`config.mk`:
```
export PLATFORM = sky130hd
export DESIGN_NAME = ne_dot_tree_seq_flat
export DESIGN_NICKNAME = d
export VERILOG_FILES = /design/src/rtl/ne_dot_tree_seq_if.sv /design/src/rtl/ne_dot_tree_seq.sv /design/src/flat_wrapper.sv
export SDC_FILE = /design/constraint.sdc
export NUM_CORES = 2
export LEC_CHECK = 0
export ABC_AREA = 1
export CAP_MARGIN = 40
export CORE_AREA = 4 4 448 450
export DETAILED_ROUTE_END_ITERATION = 6
export DIE_AREA = 0 0 452 454
export GPL_ROUTABILITY_DRIVEN = 0
export GPL_TIMING_DRIVEN = 0
export SYNTH_ARGS = -nofsm -noshare
export SYNTH_HDL_FRONTEND = slang
export SYNTH_SLANG_ARGS = --single-unit
export TNS_END_PERCENT = 1
```
`constraint.sdc`:
```
create_clock -name clk -period 30.6 [get_ports clk]
set_input_delay 7.65 -clock clk [delete_from_list [all_inputs] [get_ports clk]]
set_output_delay 7.65 -clock clk [all_outputs]
set_load 0.005 [all_outputs]
```
`src/rtl/ne_dot_tree_seq_if.sv`:
```
// ne_dot_tree_seq_if
//   Bundles the job-control, product-stream, tree and result signals of the
//   NE dot-product tree sequencer.
//   slave  : the sequencer side (ne_dot_tree_seq).
//   master : the surrounding PE / environment that drives jobs and products,
//            models the reduction tree and consumes results.
//   Signals:
//     start, len            job start pulse and beat count
//     busy                  sequencer not idle
//     in_valid/in_ready     product-vector handshake, in_data = packed products
//     tree_in               registered tree input bus
//     tree_out0/tree_out1   tree sum and carry words
//     res_valid/res_ready   result handshake, res_data = signed dot product
//     sat_flag              accumulator clamped during the current job
interface ne_dot_tree_seq_if #(
    parameter int NUM_IN = 16,
    parameter int IN_W   = 32,
    parameter int ACC_W  = 40,
    parameter int LEN_W  = 8
);
    logic                     start;
    logic [LEN_W-1:0]         len;
    logic                     busy;
    logic                     in_valid;
    logic                     in_ready;
    logic [NUM_IN*IN_W-1:0]   in_data;
    logic [NUM_IN*IN_W-1:0]   tree_in;
    logic [IN_W-1:0]          tree_out0;
    logic [IN_W-1:0]          tree_out1;
    logic                     res_valid;
    logic                     res_ready;
    logic [ACC_W-1:0]         res_data;
    logic                     sat_flag;

    modport slave (
        input  start, len, in_valid, in_data, tree_out0, tree_out1, res_ready,
        output busy, in_ready, tree_in, res_valid, res_data, sat_flag
    );

    modport master (
        output start, len, in_valid, in_data, tree_out0, tree_out1, res_ready,
        input  busy, in_ready, tree_in, res_valid, res_data, sat_flag
    );
endinterface

```
`src/rtl/ne_dot_tree_seq.sv`:
```
// ne_dot_tree_seq
//   Sequencer for the 16-input carry-save reduction tree of the NE
//   dot-product PE. A job of len beats is accepted over a valid/ready
//   stream; each beat is registered onto the tree inputs, the tree's two
//   output words are added one cycle later and accumulated, and the final
//   sum is returned over a valid/ready result port.
//   Ports:
//     clk   rising-edge clock
//     rst   asynchronous active-high reset
//     bus   ne_dot_tree_seq_if.slave (start/len/busy, in_* stream,
//           tree_in/tree_out0/tree_out1, res_* result, sat_flag)
//   Build option:
//     NE_DOT_SAT_EN  defined   -> signed-saturating accumulation, sat_flag live
//                    undefined -> accumulation wraps mod 2^ACC_W, sat_flag = 0
module ne_dot_tree_seq #(
    parameter int NUM_IN = 16,
    parameter int IN_W   = 32,
    parameter int ACC_W  = 40,
    parameter int LEN_W  = 8
) (
    input  logic               clk,
    input  logic               rst,
    ne_dot_tree_seq_if.slave   bus
);

    localparam logic [1:0] S_IDLE  = 2'd0;
    localparam logic [1:0] S_RUN   = 2'd1;
    localparam logic [1:0] S_DRAIN = 2'd2;
    localparam logic [1:0] S_DONE  = 2'd3;

    logic [1:0]               r_state;
    logic [LEN_W-1:0]         r_len;
    logic [LEN_W-1:0]         r_cnt;
    logic                     r_v1;
    logic [NUM_IN*IN_W-1:0]   r_tree_in;
    logic signed [ACC_W-1:0]  r_acc;
    logic [ACC_W-1:0]         r_res;

    logic                     w_in_ready;
    logic                     w_accept;
    logic [LEN_W-1:0]         w_cnt_nxt;
    logic                     w_last;
    logic signed [IN_W-1:0]   w_psum;
    logic signed [ACC_W-1:0]  w_psum_ext;
    logic signed [ACC_W-1:0]  w_acc_nxt;

    assign w_in_ready = (r_state == S_RUN) && (r_cnt < r_len);
    assign w_accept   = w_in_ready && bus.in_valid;
    // r_cnt < r_len <= 2^LEN_W-1, so the increment never overflows
    assign w_cnt_nxt  = r_cnt + LEN_W'(1);
    assign w_last     = (w_cnt_nxt == r_len);

    // Carry-save resolve: sum + carry, truncated to IN_W, then sign-extended
    assign w_psum     = bus.tree_out0 + bus.tree_out1;
    assign w_psum_ext = ACC_W'(w_psum);

`ifdef NE_DOT_SAT_EN
    localparam logic [ACC_W-1:0] ACC_MAX = {1'b0, {(ACC_W-1){1'b1}}};
    localparam logic [ACC_W-1:0] ACC_MIN = {1'b1, {(ACC_W-1){1'b0}}};

    logic                     r_sat;
    logic signed [ACC_W:0]    w_sum_wide;
    logic                     w_clamp;

    // One guard bit: overflow shows as the top two bits disagreeing
    always_comb begin
        w_sum_wide = (ACC_W+1)'(r_acc) + (ACC_W+1)'(w_psum_ext);
        w_clamp    = 1'b0;
        w_acc_nxt  = w_sum_wide[ACC_W-1:0];
        if (w_sum_wide[ACC_W] != w_sum_wide[ACC_W-1]) begin
            w_clamp   = 1'b1;
            w_acc_nxt = w_sum_wide[ACC_W] ? ACC_MIN : ACC_MAX;
        end
    end

    assign bus.sat_flag = r_sat;
`else
    assign w_acc_nxt    = r_acc + w_psum_ext;
    assign bus.sat_flag = 1'b0;
`endif

    always_ff @(posedge clk or posedge rst) begin
        if (rst) begin
            r_state   <= S_IDLE;
            r_len     <= '0;
            r_cnt     <= '0;
            r_v1      <= 1'b0;
            r_tree_in <= '0;
            r_acc     <= '0;
            r_res     <= '0;
`ifdef NE_DOT_SAT_EN
            r_sat     <= 1'b0;
`endif
        end else begin
            r_v1 <= w_accept;
            if (w_accept) begin
                r_tree_in <= bus.in_data;
                r_cnt     <= w_cnt_nxt;
            end
            if (r_v1) begin
                r_acc <= w_acc_nxt;
`ifdef NE_DOT_SAT_EN
                if (w_clamp) r_sat <= 1'b1;
`endif
            end

            case (r_state)
                S_IDLE: begin
                    if (bus.start) begin
                        r_len <= bus.len;
                        r_cnt <= '0;
                        r_acc <= '0;
                        r_res <= '0;
`ifdef NE_DOT_SAT_EN
                        r_sat <= 1'b0;
`endif
                        r_state <= (bus.len == '0) ? S_DONE : S_RUN;
                    end
                end
                S_RUN: begin
                    if (w_accept && w_last) r_state <= S_DRAIN;
                end
                S_DRAIN: begin
                    // v1 clear means the last beat's partial sum is already in r_acc
                    if (!r_v1) begin
                        r_res   <= r_acc;
                        r_state <= S_DONE;
                    end
                end
                S_DONE: begin
                    if (bus.res_ready) r_state <= S_IDLE;
                end
                default: r_state <= S_IDLE;
            endcase
        end
    end

    assign bus.busy      = (r_state != S_IDLE);
    assign bus.in_ready  = w_in_ready;
    assign bus.tree_in   = r_tree_in;
    assign bus.res_valid = (r_state == S_DONE);
    assign bus.res_data  = r_res;

endmodule
```
`src/flat_wrapper.sv`:
```
// flat-port wrapper written by rule: the top's interface ports become plain ports
module ne_dot_tree_seq_flat 
#(
    parameter int NUM_IN = 16,
    parameter int IN_W   = 32,
    parameter int ACC_W  = 40,
    parameter int LEN_W  = 8
)
  (clk, rst, bus_start, bus_len, bus_in_valid, bus_in_data, bus_tree_out0, bus_tree_out1, bus_res_ready, bus_busy, bus_in_ready, bus_tree_in, bus_res_valid, bus_res_data, bus_sat_flag);
  ne_dot_tree_seq_if #(.NUM_IN(NUM_IN), .IN_W(IN_W), .ACC_W(ACC_W), .LEN_W(LEN_W)) bus_i ();
  input  logic clk;
  input  logic rst;
  input wire logic [$bits(bus_i.start)-1:0] bus_start;
  input wire logic [$bits(bus_i.len)-1:0] bus_len;
  input wire logic [$bits(bus_i.in_valid)-1:0] bus_in_valid;
  input wire logic [$bits(bus_i.in_data)-1:0] bus_in_data;
  input wire logic [$bits(bus_i.tree_out0)-1:0] bus_tree_out0;
  input wire logic [$bits(bus_i.tree_out1)-1:0] bus_tree_out1;
  input wire logic [$bits(bus_i.res_ready)-1:0] bus_res_ready;
  output wire logic [$bits(bus_i.busy)-1:0] bus_busy;
  output wire logic [$bits(bus_i.in_ready)-1:0] bus_in_ready;
  output wire logic [$bits(bus_i.tree_in)-1:0] bus_tree_in;
  output wire logic [$bits(bus_i.res_valid)-1:0] bus_res_valid;
  output wire logic [$bits(bus_i.res_data)-1:0] bus_res_data;
  output wire logic [$bits(bus_i.sat_flag)-1:0] bus_sat_flag;
  assign bus_i.start = bus_start;
  assign bus_i.len = bus_len;
  assign bus_i.in_valid = bus_in_valid;
  assign bus_i.in_data = bus_in_data;
  assign bus_i.tree_out0 = bus_tree_out0;
  assign bus_i.tree_out1 = bus_tree_out1;
  assign bus_i.res_ready = bus_res_ready;
  assign bus_busy = bus_i.busy;
  assign bus_in_ready = bus_i.in_ready;
  assign bus_tree_in = bus_i.tree_in;
  assign bus_res_valid = bus_i.res_valid;
  assign bus_res_data = bus_i.res_data;
  assign bus_sat_flag = bus_i.sat_flag;
  ne_dot_tree_seq #(.NUM_IN(NUM_IN), .IN_W(IN_W), .ACC_W(ACC_W), .LEN_W(LEN_W)) u_core (.clk(clk), .rst(rst), .bus(bus_i));
endmodule
```
# Yosys cells after proc, flatten, opt, wreduce, memory -nomap -nowiden
# Index checks and enable logic that the tools add are counted.
[word_totals]
regBits = 611
inputBits = 589
output_inout_bits = 556
wordCells = 44
[op_classes]
addsub = 3
order_cmp = 1
eq_ne = 8
mux = 15
n_reduce_logical = 10
[op_table]
columns = ["cell", "n"]
rows = [
  ["two-way mux 40 bit", 5],
  ["one-hot mux 40 bit (2 select lines)", 1],
  ["adder 40 x 32 -> 40 bit", 1],
  ["adder 32 bit", 1],
  ["two-way mux 8 bit", 3],
  ["two-way mux 2 bit", 5],
  ["adder 8 x 1 -> 8 bit (second input constant)", 1],
  ["== test 8 bit", 1],
  ["zero test 8 bit", 1],
  ["less-than comparator 8 bit", 1],
  ["!= test 2 bit (second input constant)", 4],
  ["one-hot mux 2 bit (4 select lines)", 1],
  ["== test 2 bit (second input constant)", 2],
  ["AND reduction 4 bit", 1],
  ["nonzero test 2 bit", 2],
  ["logical AND 1 bit", 3],
  ["AND reduction 3 bit", 1],
  ["== test 2 x 1 -> 1 bit (second input constant)", 1],
  ["zero test 2 bit", 1],
  ["AND reduction 2 bit", 1],
]

# Longest topological paths before layout
[logic_depth]
ltp_word = 6
ltp_mapped = 27
mapped_depth_nobuf = 27

# Least setup slack after synthesis
# OpenSTA, ideal clock, no wires.
[synth_timing]
path_type = "input port to flip-flop"
start = "input port bus_tree_out1[0]"
end = "register u_core.r_acc[39]"
setup_ns = 0.071
arrival_time_ns = 10.589
t_required_ns = 30.529
slack_ns = 19.939
path_stages = 25
n_path_buf = 0
path_cell_list = "ha_1 -> inv_1 -> fa_1 -> o21ai_2 -> a21oi_1 -> o21ai_0 -> nand2_1 -> nand2_1 -> a21oi_1 -> xnor2_1 -> ha_1 -> nand2_1 -> nor2_1 -> nand2_1 -> nor2_1 -> nand2_1 -> nand3_1 -> nand2_1 -> nand2_1 -> inv_1 -> nand2_1 -> nand3_1 -> nand2_1 -> inv_1 -> nor2_1"
[synth_via]
elab_chain_cells = 5
[synth_lines]
columns = ["item", "line_no", "rtl"]
rows = [
  ["start: declaration", "flat_wrapper.sv:18", "input wire logic [$bits(bus_i.tree_out1)-1:0] bus_tree_out1;"],
  ["adder 32 bit *", "ne_dot_tree_seq.sv:54", "assign w_psum = bus.tree_out0 + bus.tree_out1;"],
  ["adder 40 x 32 -> 40 bit *", "ne_dot_tree_seq.sv:78", "assign w_acc_nxt = r_acc + w_psum_ext;"],
  ["two-way mux 40 bit *", "ne_dot_tree_seq.sv:100", "if (r_v1) begin"],
  ["two-way mux 40 bit", "ne_dot_tree_seq.sv:109", "if (bus.start) begin"],
  ["two-way mux 40 bit *", "ne_dot_tree_seq.sv:107", "case (r_state)"],
  ["end signal: assignment", "ne_dot_tree_seq.sv:101", "r_acc <= w_acc_nxt;"],
  ["end: declaration", "ne_dot_tree_seq.sv:36", "logic signed [ACC_W-1:0] r_acc;"],
]
# Mark *: on every way between the ends. The rest lies on a longest branch, timed or not.
# A chain may end at the register's enable or synchronous reset.

# Worst setup path after layout
[layout_timing]
start = "input port bus_tree_out0[0]"
end = "register u_core.r_acc[36]"
[layout_via]
elab_chain_cells = 5
[layout_lines]
columns = ["item", "line_no", "rtl"]
rows = [
  ["start: declaration", "flat_wrapper.sv:17", "input wire logic [$bits(bus_i.tree_out0)-1:0] bus_tree_out0;"],
  ["adder 32 bit *", "ne_dot_tree_seq.sv:54", ""],
  ["adder 40 x 32 -> 40 bit *", "ne_dot_tree_seq.sv:78", ""],
  ["two-way mux 40 bit *", "ne_dot_tree_seq.sv:100", ""],
  ["two-way mux 40 bit", "ne_dot_tree_seq.sv:109", ""],
  ["two-way mux 40 bit *", "ne_dot_tree_seq.sv:107", ""],
]
# Marks and branches as above.

==> out/qor.csv <==
stage;metric;value;unit
outcome;run status;completed;
cts;root buffer cell;clkbuf_16;
routing;post-route ant nets;0;
yosys;area leader, netlist;dfrtp_1;
grt;initial antenna violation count;41;
routing;number of remaining DRC errors;0;
timing;highest clock rate;0.08837;GHz
timing;Slew Limit Headroom;45.59;%
grt;global-route usage over all layers;16.70;%
yosys;top cells by area, synth;dfrtp_1, nand2_1, ha_1;
cells_and_area;ratio of cells with drive above 1 in the final layout;5.169;%
yosys;register area share after synthesis;54.60;%
cts;hold_buf cts;0;
floorplanning;Die ar.;205200;µm²
worst_setup_path;most used cell, CP;nand2_1;
cts;H-tree depth;3;
yosys;mux cell area share after synthesis;0;%
timing;slew at the pin with the worst max-slew slack;0.8161;ns
timing;Final Hold Slack;0.4696;ns
cells_and_area;Layout area overhead;62.67;%
grt;GRT overflow;0;
yosys;compound-gate portion of the synthesized area;5.683;%
yosys;Simple-Gate Fraction of Synth Area;28.53;%
worst_setup_path;RR Startpoint;u_core.r_len[3];
placement;I/O Buffers;1143;
yosys;main combinational cell family by area after synthesis;simple AND/OR/NAND/NOR gates;
floorplanning;Rows;163;
worst_setup_path;worst stage delay on the critical path;0.47;ns
cells_and_area;non-filler cells, final;7415;
routing;initial drt markers;1855;
worst_setup_path;Worst EP required;31.18;ns
placement;dpl cells;7265;
floorplanning;Core ar.;196600;µm²
yosys;Adder-Cell Fraction of Synth Area;4.030;%
hold_path;Worst Hold Class;reg2reg;
yosys;Top FF cell, synth;dfrtp_1;
worst_setup_path;slowest stage cell on the critical path;clkdlybuf4s50_1;
yosys;Synth async-reset ratio;100.0;%
placement;dpl hpwl;152000;µm
cts;setup bufs post-CTS;0;
power_and_ir_drop;Comb pwr share;48.9;%
worst_setup_path;start point of the critical path;bus_tree_out0[0];
worst_setup_path;Reg2Reg Depth;13;
power_and_ir_drop;total power;4.607;mW
worst_setup_path;Cell Chain, Critical Path;clkdlybuf4s50_1 > ha_1 > inv_1 > fa_1 > o21ai_2 > a21boi_0 > o21ai_0 > nand2_1 > nand2_1 > nand2_1 > nand2_1 > xor2_1 > ha_1 > nand2_1 > nor2_1 > nand2_1 > inv_1 > nand4_1 > nand3_1 > nand4_1 > nand3_1 > nand2_1 > nor2_1 > nor2_1;
grt;number of global-route vias before repair;28738;
worst_setup_path;CP top delay family;simple AND/OR/NAND/NOR gates;
timing;max-slew violations;0;
cts;CTS clk-pin slew, worst paths;0.06;ns
yosys;Synth top area share;54.60;%
cts;clock sink count;611;
cts;TritonCTS Buffers;77;
yosys;number of synthesized register bits;611;
worst_setup_path;CP Max Fanout;4;
worst_setup_path;r2r setup slk;27.57;ns
timing;Final Hold Vio Count;0;
power_and_ir_drop;switching share of total power;41.78;%
yosys;syn nets;4153;
timing;Setup-failing EPs final;0;
routing;routed len/inst;24.08;µm
worst_setup_path;WP depth;24;
power_and_ir_drop;Clk network pwr share;20.7;%
worst_setup_path;CP arrival;11.89;ns
worst_setup_path;number of buffers and inverters on the critical path;3;
yosys;number of flops mapped to enable cells by yosys;0;
worst_setup_path;Crit. End Element;flop;
yosys;cell area after synthesis;28000;µm²
floorplanning;io pins;1145;
floorplanning;Starting Density;14.24;%
grt;first-pass GRT wire length;237300;µm
power_and_ir_drop;Sequential Power Share;30.4;%
yosys;Ys Warns;0;
timing;post-layout min period;11.32;ns
power_and_ir_drop;Int Pwr;2.682;mW
power_and_ir_drop;Pleak;21.67;nW
cells_and_area;nets@finish;5382;
routing;Total Routed Length;178600;µm
floorplanning;Die Y;454;µm
cts;CTS tree;yes;
worst_setup_path;Worst setup endpoint;u_core.r_acc[36];
cts;Resize count post-CTS;0;
routing;vias per cell;3.845;
cts;clk buf depth;3;
worst_setup_path;class of the most critical setup path;in2reg;
routing;via count;28512;
worst_setup_path;Worst setup SP type;input pin;
timing;unrepaired setup endpoints after global routing;false;
cts;clk_lat worst skew;0.69;ns
worst_setup_path;worst reg2reg path endpoint;u_core.bus.tree_in[466];
timing;clock skew;0.05112;ns
grt;largest net degree at the start of global routing;122;
yosys;Post-Syn Area per Cell;8.059;µm²
timing;period utilization;36.98;%
yosys;number of distinct library cells after synthesis;45;
routing;Initial DRT Pass Iterations;5;
power_and_ir_drop;peak supply drop;0.04544;mV
run;MaxCap Viol Count;0;
power_and_ir_drop;P per Cell Area;101.1;nW/µm²
yosys;xor and xnor area share after synthesis;1.501;%
floorplanning;Chip Width;452;µm
power_and_ir_drop;Psw;1.925;mW
yosys;Mapped Cells;3475;
## layout by cell type (no fill, tap or decap), drive strengths merged, types with 15 or more instances in the layout
cell type / n
a21oi: 114
buf: 120
nand2: 1825
ha: 87
clkinv: 15
clkbuf: 129
inv: 236
nor2: 126
diode: 16
o22ai: 21
dfrtp: 611
nor3: 16
xor2: 38
o21ai: 91
nand3: 79
clkdlybuf4s50: 1143
## logic make-up (layout without fill, tap and decap cells)
family          Yosys count  in the layout
xor+xnor                 48             48
other cells               1             17
fa+ha+maj                89             89
buf+inv                 370           1654
flops                   611            611
compound gates          282            282
simple gates           2074           2074
## worst min path at each step
stage                                         end  cells after the start                     from
after detailed placement  u_core.bus.tree_in[343]                      2  u_core.bus.tree_in[343]
after global routing      u_core.bus.tree_in[223]                      2  u_core.bus.tree_in[223]
final                     u_core.bus.tree_in[393]                      2  u_core.bus.tree_in[393]
after CTS                 u_core.bus.tree_in[147]                      2  u_core.bus.tree_in[147]
after global placement    u_core.bus.tree_in[364]                      2  u_core.bus.tree_in[364]
after floorplan                   u_core.r_len[0]                      2          u_core.r_len[0]
## metrics by stage
step	worst slack, ns	TNS, ns	utilization (%)	cell area, µm²
final	19.28	0	23.17	45550
after global placement	-3.067	-1697.56	21.74	42750
after detailed placement	18.60	0	21.83	42920
after floorplan	5.843	0	-	28000
after global routing	18.94	0	23.17	45550
after CTS	19.41	0	23.15	45510
## sequential cells by signal (all words and copies together), names as in the netlist
| signal | count |
|---|---|
| u_core.bus.tree_in | 512 |
| u_core.r_len | 8 |
| u_core.r_v1 | 1 |
| u_core.r_state | 2 |
| u_core.r_acc | 40 |
| u_core.bus.res_data | 40 |
| u_core.r_cnt | 8 |
## power groups by stage
| stage | clock (mW) | combinational [mW] | sequential, mW |
|---|---|---|---|
| finish | 0.953 | 2.25 | 1.40 |
| global route | 1.01 | 2.46 | 1.44 |
| CTS | 0.989 | 2.31 | 1.40 |
| detailed placement | 0 | 2.30 | 1.41 |
| global placement | 0 | 2.27 | 1.40 |
| floorplan | 0 | 0.841 | 1.39 |
## layout make-up
class	count	area, µm²
Clock buffer	102	2121
Fill cell	21654	151000
Multi-Input combinational cell	2494	11130
Inverter	230	870.8
Clock inverter	32	469.2
Buffer	140	718.2
Sequential cell	611	15290
Antenna cell	16	40.04
Timing Repair Buffer	1150	11610
Tap cell	2640	3303
## worst reg2reg max path, delay by kind of cell (launching register included)
kind | cells | cell delay (ns)
AO/OA/AOI/OAI | 2 | 0.23
adder cells (fa/ha/maj) | 1 | 0.29
buffers and inverters | 4 | 1.23
flip-flops | 1 | 0.38
AND/OR/NAND/NOR | 6 | 0.84
## cells in the mapped netlist, types with 15 or more instances
cell / number
nand2_1: 1825
dfrtp_1: 611
inv_1: 227
nor2_1: 125
a21oi_1: 112
ha_1: 87
buf_2: 85
o21ai_0: 85
nand3_1: 79
xor2_1: 38
clkbuf_1: 27
o22ai_1: 21
buf_4: 17
nor3_1: 15
## layer usage
layer	vias to the layer above	wire, µm	part of all wire [%]	global-route usage [%]
met5	-	34	0.019	0
met4	4	9267	5.2	8.676
met3	282	14320	8.0	4.820
met2	1166	95360	53	31.25
met1	13796	59590	33	16.67
li1	13264	-	-	-
Note: power is estimated with default switching activity, not from simulation.
